`src/rtl/lutram_march_ctrl.sv`:
```
// March C- self-test sequencer for a single-port LUTRAM (sync write, async read).
// Issues one RAM op per clock, compares reads and records error count and first failure.
module lutram_march_ctrl #(
    parameter int A_WIDTH = 6,
    parameter int ERR_W   = 8
) (
    input  logic               clk,
    input  logic               rst,
    input  logic               start_i,
    output logic               busy_o,
    output logic               done_o,
    output logic               pass_o,
    output logic [ERR_W-1:0]   err_count_o,
    output logic [A_WIDTH-1:0] fail_addr_o,
    output logic [2:0]         fail_elem_o,
    output logic [A_WIDTH-1:0] ram_a_o,
    output logic               ram_d_o,
    output logic               ram_we_o,
    input  logic               ram_q_i
);

    localparam logic [1:0] S_IDLE = 2'd0;
    localparam logic [1:0] S_RUN  = 2'd1;
    localparam logic [1:0] S_DONE = 2'd2;

    localparam logic [A_WIDTH-1:0] ADDR_ONE = A_WIDTH'(1);
    localparam logic [ERR_W-1:0]   ERR_ONE  = ERR_W'(1);

    logic [1:0]         state_q, state_d;
    logic [2:0]         elem_q, elem_d;
    logic               op_q, op_d;
    logic [A_WIDTH-1:0] addr_q, addr_d;
    logic [ERR_W-1:0]   err_q, err_d;
    logic [A_WIDTH-1:0] fail_addr_q, fail_addr_d;
    logic [2:0]         fail_elem_q, fail_elem_d;

    logic running, two_op, is_write, wr_val, rd_exp, down, last_op, last_addr, rd_err;

    // Element decode: 0 = w0, 1..4 = read then write, 5 = r0; 3 and 4 run downward.
    assign running   = (state_q == S_RUN);
    assign two_op    = (elem_q != 3'd0) && (elem_q != 3'd5);
    assign is_write  = two_op ? op_q : (elem_q == 3'd0);
    assign wr_val    = (elem_q == 3'd1) || (elem_q == 3'd3);
    assign rd_exp    = (elem_q == 3'd2) || (elem_q == 3'd4);
    assign down      = (elem_q == 3'd3) || (elem_q == 3'd4);
    assign last_op   = !two_op || op_q;
    assign last_addr = down ? (addr_q == '0) : (addr_q == '1);
    assign rd_err    = running && !is_write && (ram_q_i != rd_exp);

    assign busy_o      = running;
    assign done_o      = (state_q == S_DONE);
    assign pass_o      = done_o && (err_q == '0);
    assign err_count_o = err_q;
    assign fail_addr_o = fail_addr_q;
    assign fail_elem_o = fail_elem_q;
    assign ram_a_o     = addr_q;
    assign ram_we_o    = running && is_write;
    assign ram_d_o     = running && is_write && wr_val;

    always_comb begin
        state_d     = state_q;
        elem_d      = elem_q;
        op_d        = op_q;
        addr_d      = addr_q;
        err_d       = err_q;
        fail_addr_d = fail_addr_q;
        fail_elem_d = fail_elem_q;
        case (state_q)
            S_IDLE, S_DONE: begin
                if (start_i) begin
                    state_d     = S_RUN;
                    elem_d      = '0;
                    op_d        = 1'b0;
                    addr_d      = '0;
                    err_d       = '0;
                    fail_addr_d = '0;
                    fail_elem_d = '0;
                end
            end
            S_RUN: begin
                // err_q only grows within a run, so zero means no earlier mismatch.
                if (rd_err) begin
                    if (err_q != '1) err_d = err_q + ERR_ONE;
                    if (err_q == '0) begin
                        fail_addr_d = addr_q;
                        fail_elem_d = elem_q;
                    end
                end
                if (!last_op) begin
                    op_d = 1'b1;
                end else begin
                    op_d = 1'b0;
                    if (!last_addr) begin
                        addr_d = down ? addr_q - ADDR_ONE : addr_q + ADDR_ONE;
                    end else if (elem_q == 3'd5) begin
                        state_d = S_DONE;
                        elem_d  = '0;
                        addr_d  = '0;
                    end else begin
                        elem_d = elem_q + 3'd1;
                        addr_d = ((elem_q == 3'd2) || (elem_q == 3'd3)) ? '1 : '0;
                    end
                end
            end
            default: state_d = S_IDLE;
        endcase
    end

    always_ff @(posedge clk) begin
        if (rst) begin
            state_q     <= S_IDLE;
            elem_q      <= '0;
            op_q        <= 1'b0;
            addr_q      <= '0;
            err_q       <= '0;
            fail_addr_q <= '0;
            fail_elem_q <= '0;
        end else begin
            state_q     <= state_d;
            elem_q      <= elem_d;
            op_q        <= op_d;
            addr_q      <= addr_d;
            err_q       <= err_d;
            fail_addr_q <= fail_addr_d;
            fail_elem_q <= fail_elem_d;
        end
    end

endmodule

```
`config.mk`:
```
export PLATFORM = sky130hd
export DESIGN_NAME = lutram_march_ctrl
export DESIGN_NICKNAME = d
export VERILOG_FILES = /design/src/rtl/lutram_march_ctrl.sv
export SDC_FILE = /design/constraint.sdc
export NUM_CORES = 1
export LEC_CHECK = 0
export CORE_MARGIN = 2
export CORE_UTILIZATION = 53
export CTS_CLUSTER_SIZE = 30
export DETAILED_ROUTE_END_ITERATION = 10
export GPL_TIMING_DRIVEN = 0
export PLACE_DENSITY = 0.85
export SLEW_MARGIN = 30
export SYNTH_ARGS = -nofsm -noshare
export SYNTH_HDL_FRONTEND = slang
export SYNTH_SLANG_ARGS = --single-unit
```
`constraint.sdc`:
```
create_clock -name clk -period 3.4 [get_ports clk]
set_input_delay 0.68 -clock clk [delete_from_list [all_inputs] [get_ports clk]]
set_output_delay 0.68 -clock clk [all_outputs]
set_load 0.1 [all_outputs]
```
After elaboration in Yosys (flattened, before gate mapping)
Cells that the tools add are included.
- RAM bits: 0
- word-level logic and storage cells: 87
- latch bits: 0
- memories kept: 0
- memory bits (read-only): 0
- register bits after elaboration: 29
- output and inout bits: 28
- magnitude comparators: 0
- muxes and demuxes: 32
- shift-type cells: 0
- $mul: 0
- reduce and logical (&&, ||, !) cells: 26
- add/sub/neg operators: 4
- bitwise operators: 0
- eq/ne operators: 18
- divide/modulo/power cells: 0
- operator list (cell ; count):
    2-to-1 mux 6 bit ; 8
    2-to-1 mux 8 bit ; 3
    one-hot mux 6 bit (2 select lines) ; 2
    2-to-1 mux 3 bit ; 6
    one-hot mux 8 bit (2 select lines) ; 1
    AND reduction 4 bit ; 4
    != test 2 x 1 -> 1 bit (second input constant) ; 6
    one-hot mux 3 bit (2 select lines) ; 2
    adder 8 x 1 -> 8 bit (second input constant) ; 1
    zero test 8 bit ; 1
    2-to-1 mux 2 bit ; 4
    != test 8 bit (second input constant) ; 1
    adder 6 x 1 -> 6 bit (second input constant) ; 1
    equality test 3 x 2 -> 1 bit (second input constant) ; 2
    equality test 3 bit (second input constant) ; 2
    equality test 6 bit (second input constant) ; 1
    logical AND 1 bit ; 6
    zero test 6 bit ; 1
    subtractor 6 x 1 -> 6 bit (second input constant) ; 1
    logical OR 1 bit ; 5
    2-to-1 mux 1 bit ; 4
    one-hot mux 2 bit (2 select lines) ; 1
    adder 3 x 1 -> 3 bit (second input constant) ; 1
    equality test 3 x 1 -> 1 bit (second input constant) ; 1
    other kinds (14) ; 15

Longest topological paths before layout
Gate-level depths: netlist of the first run.
- depth in word-level cells: 8
- mapped depth: 9

Worst setup path after synthesis of the first run
Ideal clock, no wire load.
- path type: register to output
- from: register state_q[0]
- to: output port pass_o
- data required time: 2.720 ns
- arrival: 2.731 ns
- stages on the path, launching flop included: 3
- buffers on the path: 0
- setup slack: -0.011 ns
- path through: dfxtp_1 -> nor2b_1 -> and3_1
- longest elaborated chain between the ends: 2
- ends and longest elaborated chain (what ; RTL line ; source):
    start: declaration ; 29 ; logic [1:0] state_q, state_d;
    start signal: assignment ; 119 ; state_q <= state_d;
    equality test 2 bit ; 51 ; assign done_o = (state_q == S_DONE);
    named net done_o ; 11 ; output logic done_o,
    logical AND 1 bit ; 52 ; assign pass_o = done_o && (err_q == '0);
    end: declaration ; 12 ; output logic pass_o,
The timed path passes the listed nets, and every way through them passes these cells.

Final worst setup path of the first run
- from: register err_q[2] (netlist: err_count_o[2])
- to: output port pass_o
- longest elaborated chain between the ends: 2
- ends and longest elaborated chain (what ; RTL line ; source):
    start: declaration ; 33 ; logic [ERR_W-1:0] err_q, err_d;
    start signal: assignment ; 123 ; err_q <= err_d;
    zero test 8 bit ; 52 ;
    logical AND 1 bit ; 52 ;
Every way passes these cells.

==> flow_metrics.py, run 1 <==
metrics = {
    "grt": {
        "track_usage_pct": 26.19,
        "grt_remaining_overflow": 0,
        "grt_pass1_wl_um": 8383,
        "grt_max_degree": 12,
        "first_global_vias": 1788,
        "antenna_found_initial": 0,
    },
    "yosys": {
        "synth_fp_nets": 231,
        "synth_edf_count": 0,
        "synth.top_cell.area_share_pct": 30.77,
        "avgSynthCellArea_sq_um": 8.616,
        "yosysTopAreaCell": "dfxtp_1",
        "synth-main-ff-cell": "dfxtp_1",
        "synth_cell_types": 66,
        "ys_top_cells_by_area": "dfxtp_1, ha_1, o311ai_0",
        "yosysSeqAreaShare_pct": 30.77,
        "postSynthCellCount": 219,
        "async_reset_ff_share_pct": 0,
        "netlist_area_sq_mm": 0.001887,
        "yosys_warnings": 0,
        "ys_seq_elements": 29,
    },
    "cells_and_area": {
        "seqCellArea_sq_um": 580.6,
        "final_core_util_pct": 68.22,
        "multiInputGateArea_sq_mm": 0.001192,
        "layout.nets": 269,
        "finalNonFillerCells": 304,
        "syn_to_final_growth_pct": 22.55,
        "drive_above_1_share_pct": 10.85,
        "final_cell_area_sq_mm": 0.002312,
        "num-fill-cells": 283,
        "diodes": 0,
    },
    "setup_path": {
        "r2r-end": "ram_a_o[5]",
        "r2r_cells": 9,
        "cpPeakStageDelay_ps": 1120,
        "timing.reg2reg.setup_slack_ps": 700,
        "crit_fanout": 8,
        "reg2reg_from": "elem_q[0]",
        "path_class": "flip-flop to output port",
        "worstSetupStartpointType": "flip-flop",
        "required_ps": 2720,
        "crit_path_end_kind": "output port",
        "path_cells": "clkbuf_1 > nor3_1 > and3_1 > clkdlybuf4s50_1",
        "cp_slowest_cell": "clkdlybuf4s50_1",
        "critPathArrivalTime_ps": 2490,
    },
    "timing": {
        "slew_violations": 0,
        "fin_ws_ps": 227.2,
        "hold_viol": 0,
        "fmaxAchievable_ghz": 0.3152,
        "skew_ps": 11.56,
        "rsz0062_at_grt": "false",
        "fin_crit_sh_pct": 93.32,
        "whs_ps": 514.5,
        "tightest_slew_ps": 984.1,
        "max-slew-margin-rel_pct": 34.19,
        "setup_viol": 0,
        "timing.setup.tns_ps": 0,
        "period_needed_ps": 3173,
    },
    "routing": {
        "viasPerCell": 6.398,
        "dr.pass1.iters": 5,
        "wire_per_inst_um": 16.34,
        "vias": 1945,
        "drt_iter0_markers": 187,
        "ant_nets": 0,
        "drc": 0,
        "drt-total-wl_um": 4967,
    },
    "clocking": {
        "path_clk_slew_ps": 110,
        "clockBufferDepth": 2,
        "cts_tree": "yes",
        "root_buffer": "clkbuf_4",
        "cts_hold_buf": 0,
        "post_cts_buffers": 0,
        "cts_made_buffers": 5,
        "clk_latency_ps": 330,
        "cts.sinks": 29,
        "cts_max_level": 2,
    },
    "placement": {
        "placedInstanceArea_sq_mm": 0.002257,
        "dp.cells": 296,
        "dp_slack_ps": -59.03,
        "gp_congestion": 0.8702,
        "numPortBuffers": 31,
        "dp_hpwl_um": 3563,
    },
    "die": {
        "initial_core_util_pct": 55.67,
        "die_area_sq_mm": 0.004053,
        "core_sq_mm": 0.003390,
        "ios": 32,
        "die_x_um": 63.67,
        "fp-row-count": 21,
        "die_h_um": 63.67,
    },
    "pwr": {
        "power_mw": 0.6702,
        "clkPwrFrac_pct": 32.3,
        "seqPwrFrac_pct": 52.0,
        "leakagePower_nw": 0.7803,
        "irDropWorstVdd_v": 0.0002472,
        "switching_share_pct": 32.75,
        "power_frac_comb_pct": 15.7,
        "p_int_mw": 0.4507,
        "netSwitchingPower_mw": 0.2194,
        "p_per_area_mw_per_mm2": 289.8,
    },
    "flow_run": {
        "max_cap_viol_count": 0,
    },
    "hold_path": {
        "hold_class": "flip-flop to flip-flop",
        "min_path_cells": 2,
        "holdPathEnd": "fail_addr_o[5]",
        "min_from": "fail_addr_o[5]",
    },
    "run_status": {
        "status": "complete, no violations",
    },
}
## kinds of logic after synthesis
group	after synthesis	synth area share, %
xor gates and xnor gates	4	1.857
adders and majority gates	8	5.703
and+or+nand+nor	65	20.82
muxes	2	1.061
AOI/OAI and AO/OA	85	33.62
DFF	29	30.77
buffers and inverters	26	6.166
## final cells by class
class                      count  area share (%)
tap                           46           2.489
clock inverter                 3          0.9740
multi-input combinational    164           51.57
clock buffer                   5           1.623
sequential                    29           25.11
timing repair buffer          31           13.20
buffer                        14           3.084
inverter                      12           1.948
## placed cells by master, fill, tap and decap left out, types with 3 or more instances in the layout
master and instances:
a211oi_1 4, a21o_1 3, a21oi_1 11, a221oi_1 3, a22o_1 5, buf_2 3, clkbuf_1 8, clkbuf_4 5
clkdlybuf4s50_1 28, clkinvlp_4 3, dfxtp_1 29, ha_1 7, inv_1 10, nand2_1 8, nand2b_1 3, nand3_1 9
nand4_1 3, nor2_1 12, nor3_1 8, o211ai_1 3, o21a_1 4, o21ai_0 13, o22ai_1 3, o311ai_0 10
o41ai_1 3, xnor2_1 3
## power by group through the flow
stage          clock [mW]  sequential (mW)  combinational (mW)
2_1_floorplan           0            0.368              0.0632
4_1_cts             0.215            0.348               0.103
6_report            0.216            0.348               0.105
3_5_place_dp            0            0.356               0.104
5_1_grt             0.233            0.349               0.112
3_3_place_gp            0            0.356               0.103
## layer usage
metal / wire (um) / GRT usage (%) / share of wire [%] / up-vias
li1: - / - / - / 932
met1: 2234 / 33.81 / 45 / 918
met2: 2297 / 41.45 / 46 / 81
met3: 310 / 5.893 / 6.2 / 14
met4: 124 / 11.96 / 2.5 / 0
met5: 0 / 0 / 0 / -
## cell usage after synthesis, drive strengths merged (2+ instances only)
library cell,count
dfxtp,29
o21ai,14
nor2,13
a21oi,11
inv,11
o311ai,10
clkbuf,9
nand3,9
nor3,9
nand2,8
ha,7
a211oi,5
a22o,5
buf,5
o21a,5
nand2b,4
a21o,3
a221oi,3
nand4,3
o211ai,3
o22ai,3
o41ai,3
xnor2,3
a22oi,2
a311oi,2
a31oi,2
and3,2
mux2i,2
nor2b,2
nor3b,2
o2111a,2
o2111ai,2
o31a,2
or2,2
or3,2
or4,2
## worst max-delay path by stage
stage,startpoint,end,depth (start not counted)
2_1_floorplan,elem_q[0],ram_d_o,7
3_3_place_gp,elem_q[1],ram_d_o,8
3_5_place_dp,elem_q[0],ram_d_o,8
4_1_cts,elem_q[0],ram_d_o,8
5_1_grt,err_count_o[2],pass_o,4
6_report,err_count_o[2],pass_o,4
## critical path, delay by kind of cell, from the launching register on
family,cells,cell delay (ps)
buffers and inverters,2,1300
and+or+nand+nor,2,520
DFF,1,330
## registers in the layout (all words and copies together) (netlist names)
register and flops:
elem_q 3, state_q 2, fail_addr_o 6, op_q 1, err_count_o 8, fail_elem_o 3, ram_a_o 6
## what timing repair did
| item | CTS | global route |
|---|---|---|
| endpoints found under the hold margin | 0 | 0 |
| resized for setup | 7 | 2 |
| pin swaps | 0 | 0 |
| endpoints found under the setup margin | 3 | 1 |
Power figures use the tool's default switching activity.
==> inputs of run 2 (changes only) <==
CORE_ASPECT_RATIO = 0.9   (was not set)
==> run 2 against run 1 <==
Compared with the run above: sequential share of layout area decreased by 0.35 points; via count decreased by 1.2%; final cell count decreased by 0.66%; clock skew decreased by 6.7 ps; die area about the same; wire length increased by 0.83%; total power increased by 11%; maximum frequency decreased by 2.1%; critical path depth increased by 4.
==> flow_metrics.py, run 2 (synthesized netlist as in run 1, its figures left out) <==
metrics = {
    "die": {
        "die_h_um": 60.61,
        "die_area_sq_mm": 0.004054,
        "fp-row-count": 20,
        "ios": 32,
        "initial_core_util_pct": 55.44,
        "core_sq_mm": 0.003403,
        "die_x_um": 66.90,
    },
    "pwr": {
        "leakagePower_nw": 0.8011,
        "irDropWorstVdd_v": 0.0002139,
        "p_per_area_mw_per_mm2": 316.3,
    },
    "routing": {
        "wire_per_inst_um": 16.58,
        "dr.pass1.iters": 5,
        "viasPerCell": 6.364,
        "ant_nets": 0,
        "drc": 0,
        "vias": 1922,
        "drt-total-wl_um": 5008,
        "drt_iter0_markers": 246,
    },
    "setup_path": {
        "timing.reg2reg.setup_slack_ps": 780,
        "crit_fanout": 10,
        "worstSetupStartpointType": "flip-flop",
        "crit_path_end_kind": "output port",
        "critPathArrivalTime_ps": 2560,
        "path_class": "flip-flop to output port",
        "required_ps": 2720,
    },
    "clocking": {
        "clockBufferDepth": 2,
        "cts_made_buffers": 5,
        "cts.sinks": 29,
        "clk_latency_ps": 280,
        "cts_tree": "yes",
        "post_cts_buffers": 0,
        "cts_max_level": 2,
        "root_buffer": "clkbuf_8",
        "path_clk_slew_ps": 70,
        "cts_hold_buf": 0,
    },
    "cells_and_area": {
        "final_cell_area_sq_mm": 0.002345,
        "layout.nets": 269,
        "num-fill-cells": 305,
        "layout_common_cells": "dfxtp_1, clkdlybuf4s50_1, o21ai_0, nor2_1, a21oi_1",
        "finalNonFillerCells": 302,
        "drive_above_1_share_pct": 10.85,
        "diodes": 0,
        "largest_register_ffs": 8,
        "layout_commonest_cell": "dfxtp_1",
        "syn_to_final_growth_pct": 24.27,
    },
    "grt": {
        "grt_remaining_overflow": 0,
        "grt_max_degree": 12,
        "antenna_found_initial": 0,
        "first_global_vias": 1779,
        "grt_pass1_wl_um": 8452,
        "track_usage_pct": 27.86,
    },
    "timing": {
        "whs_ps": 509.3,
        "fin_crit_sh_pct": 95.32,
        "hold_viol": 0,
        "tightest_slew_ps": 974.3,
        "fmaxAchievable_ghz": 0.3086,
        "setup_viol": 0,
        "slew_violations": 0,
        "max-slew-margin-rel_pct": 34.84,
        "timing.setup.tns_ps": 0,
        "period_needed_ps": 3241,
        "fin_ws_ps": 159.2,
        "skew_ps": 4.824,
        "rsz0062_at_grt": "false",
    },
    "run_status": {
        "status": "complete, no violations",
    },
    "placement": {
        "gp_congestion": 0.8716,
        "placedInstanceArea_sq_mm": 0.002255,
        "dp_hpwl_um": 3552,
        "dp.cells": 294,
        "dp_slack_ps": -64.21,
        "numPortBuffers": 31,
    },
    "flow_run": {
        "max_cap_viol_count": 0,
    },
    "hold_path": {
        "hold_class": "flip-flop to flip-flop",
    },
}
## run 2: final cells by class
cell class,count,area [sq um],share of cell area [%]
buffer,14,71.32,3.042
clock buffer,5,68.82,2.935
clock inverter,3,22.52,0.9605
inverter,12,45.04,1.921
multi-input combinational,164,1192,50.85
sequential,29,580.6,24.76
tap,44,55.05,2.348
timing repair buffer,31,309.0,13.18
## run 2: timing repair
action | in CTS | in global routing
resized for setup | 4 | 3
endpoints found under the setup margin | 2 | 2
pin swaps | 0 | 0
## run 2: worst max-delay path: stages, from the launching register on
cell and delay, ps:
dfxtp_1 300, buf_4 160, inv_1 160, a22oi_1 140
nor2_1 130, clkbuf_1 370, buf_2 310, o21a_1 160
clkdlybuf4s15_2 550
## run 2: path summary, 6_finish.rpt
kind,from,endpoint,cells past startpoint
max,elem_q[2],ram_d_o,8
min,fail_elem_o[0],fail_elem_o[0],2
max reg2reg,elem_q[2],ram_a_o[5],9
min reg2reg,fail_elem_o[0],fail_elem_o[0],2
## run 2: per-stage QoR
stage / utilization, % / power [mW]
2_1_floorplan: - / 0.4311
3_3_place_gp: 66.25 / 0.4585
3_5_place_dp: 66.25 / 0.4598
4_1_cts: 68.93 / 0.7436
5_1_grt: 68.90 / 0.7689
6_report: 68.90 / 0.7417
## run 2: report_power, final
| group | internal (mW) | switching, mW |
|---|---|---|
| Clock | 0.143 | 0.145 |
| Combinational | 0.0286 | 0.0766 |
| Sequential | 0.342 | 0.00608 |
## run 2: routing by layer
layer	up-vias	global-route usage, %	wire [um]
li1	934	-	-
met1	895	36.93	2259
met2	86	44.86	2322
met3	7	7.050	366
met4	0	9.329	59
met5	-	0	0
==> inputs of run 3 (changes only) <==
ABC_CLOCK_PERIOD_IN_PS = 3400   (was not set)
CTS_CLUSTER_DIAMETER = 200   (was not set)
==> results of run 3 <==
The final DEF is identical to that of run 2; final timing and power are the same.
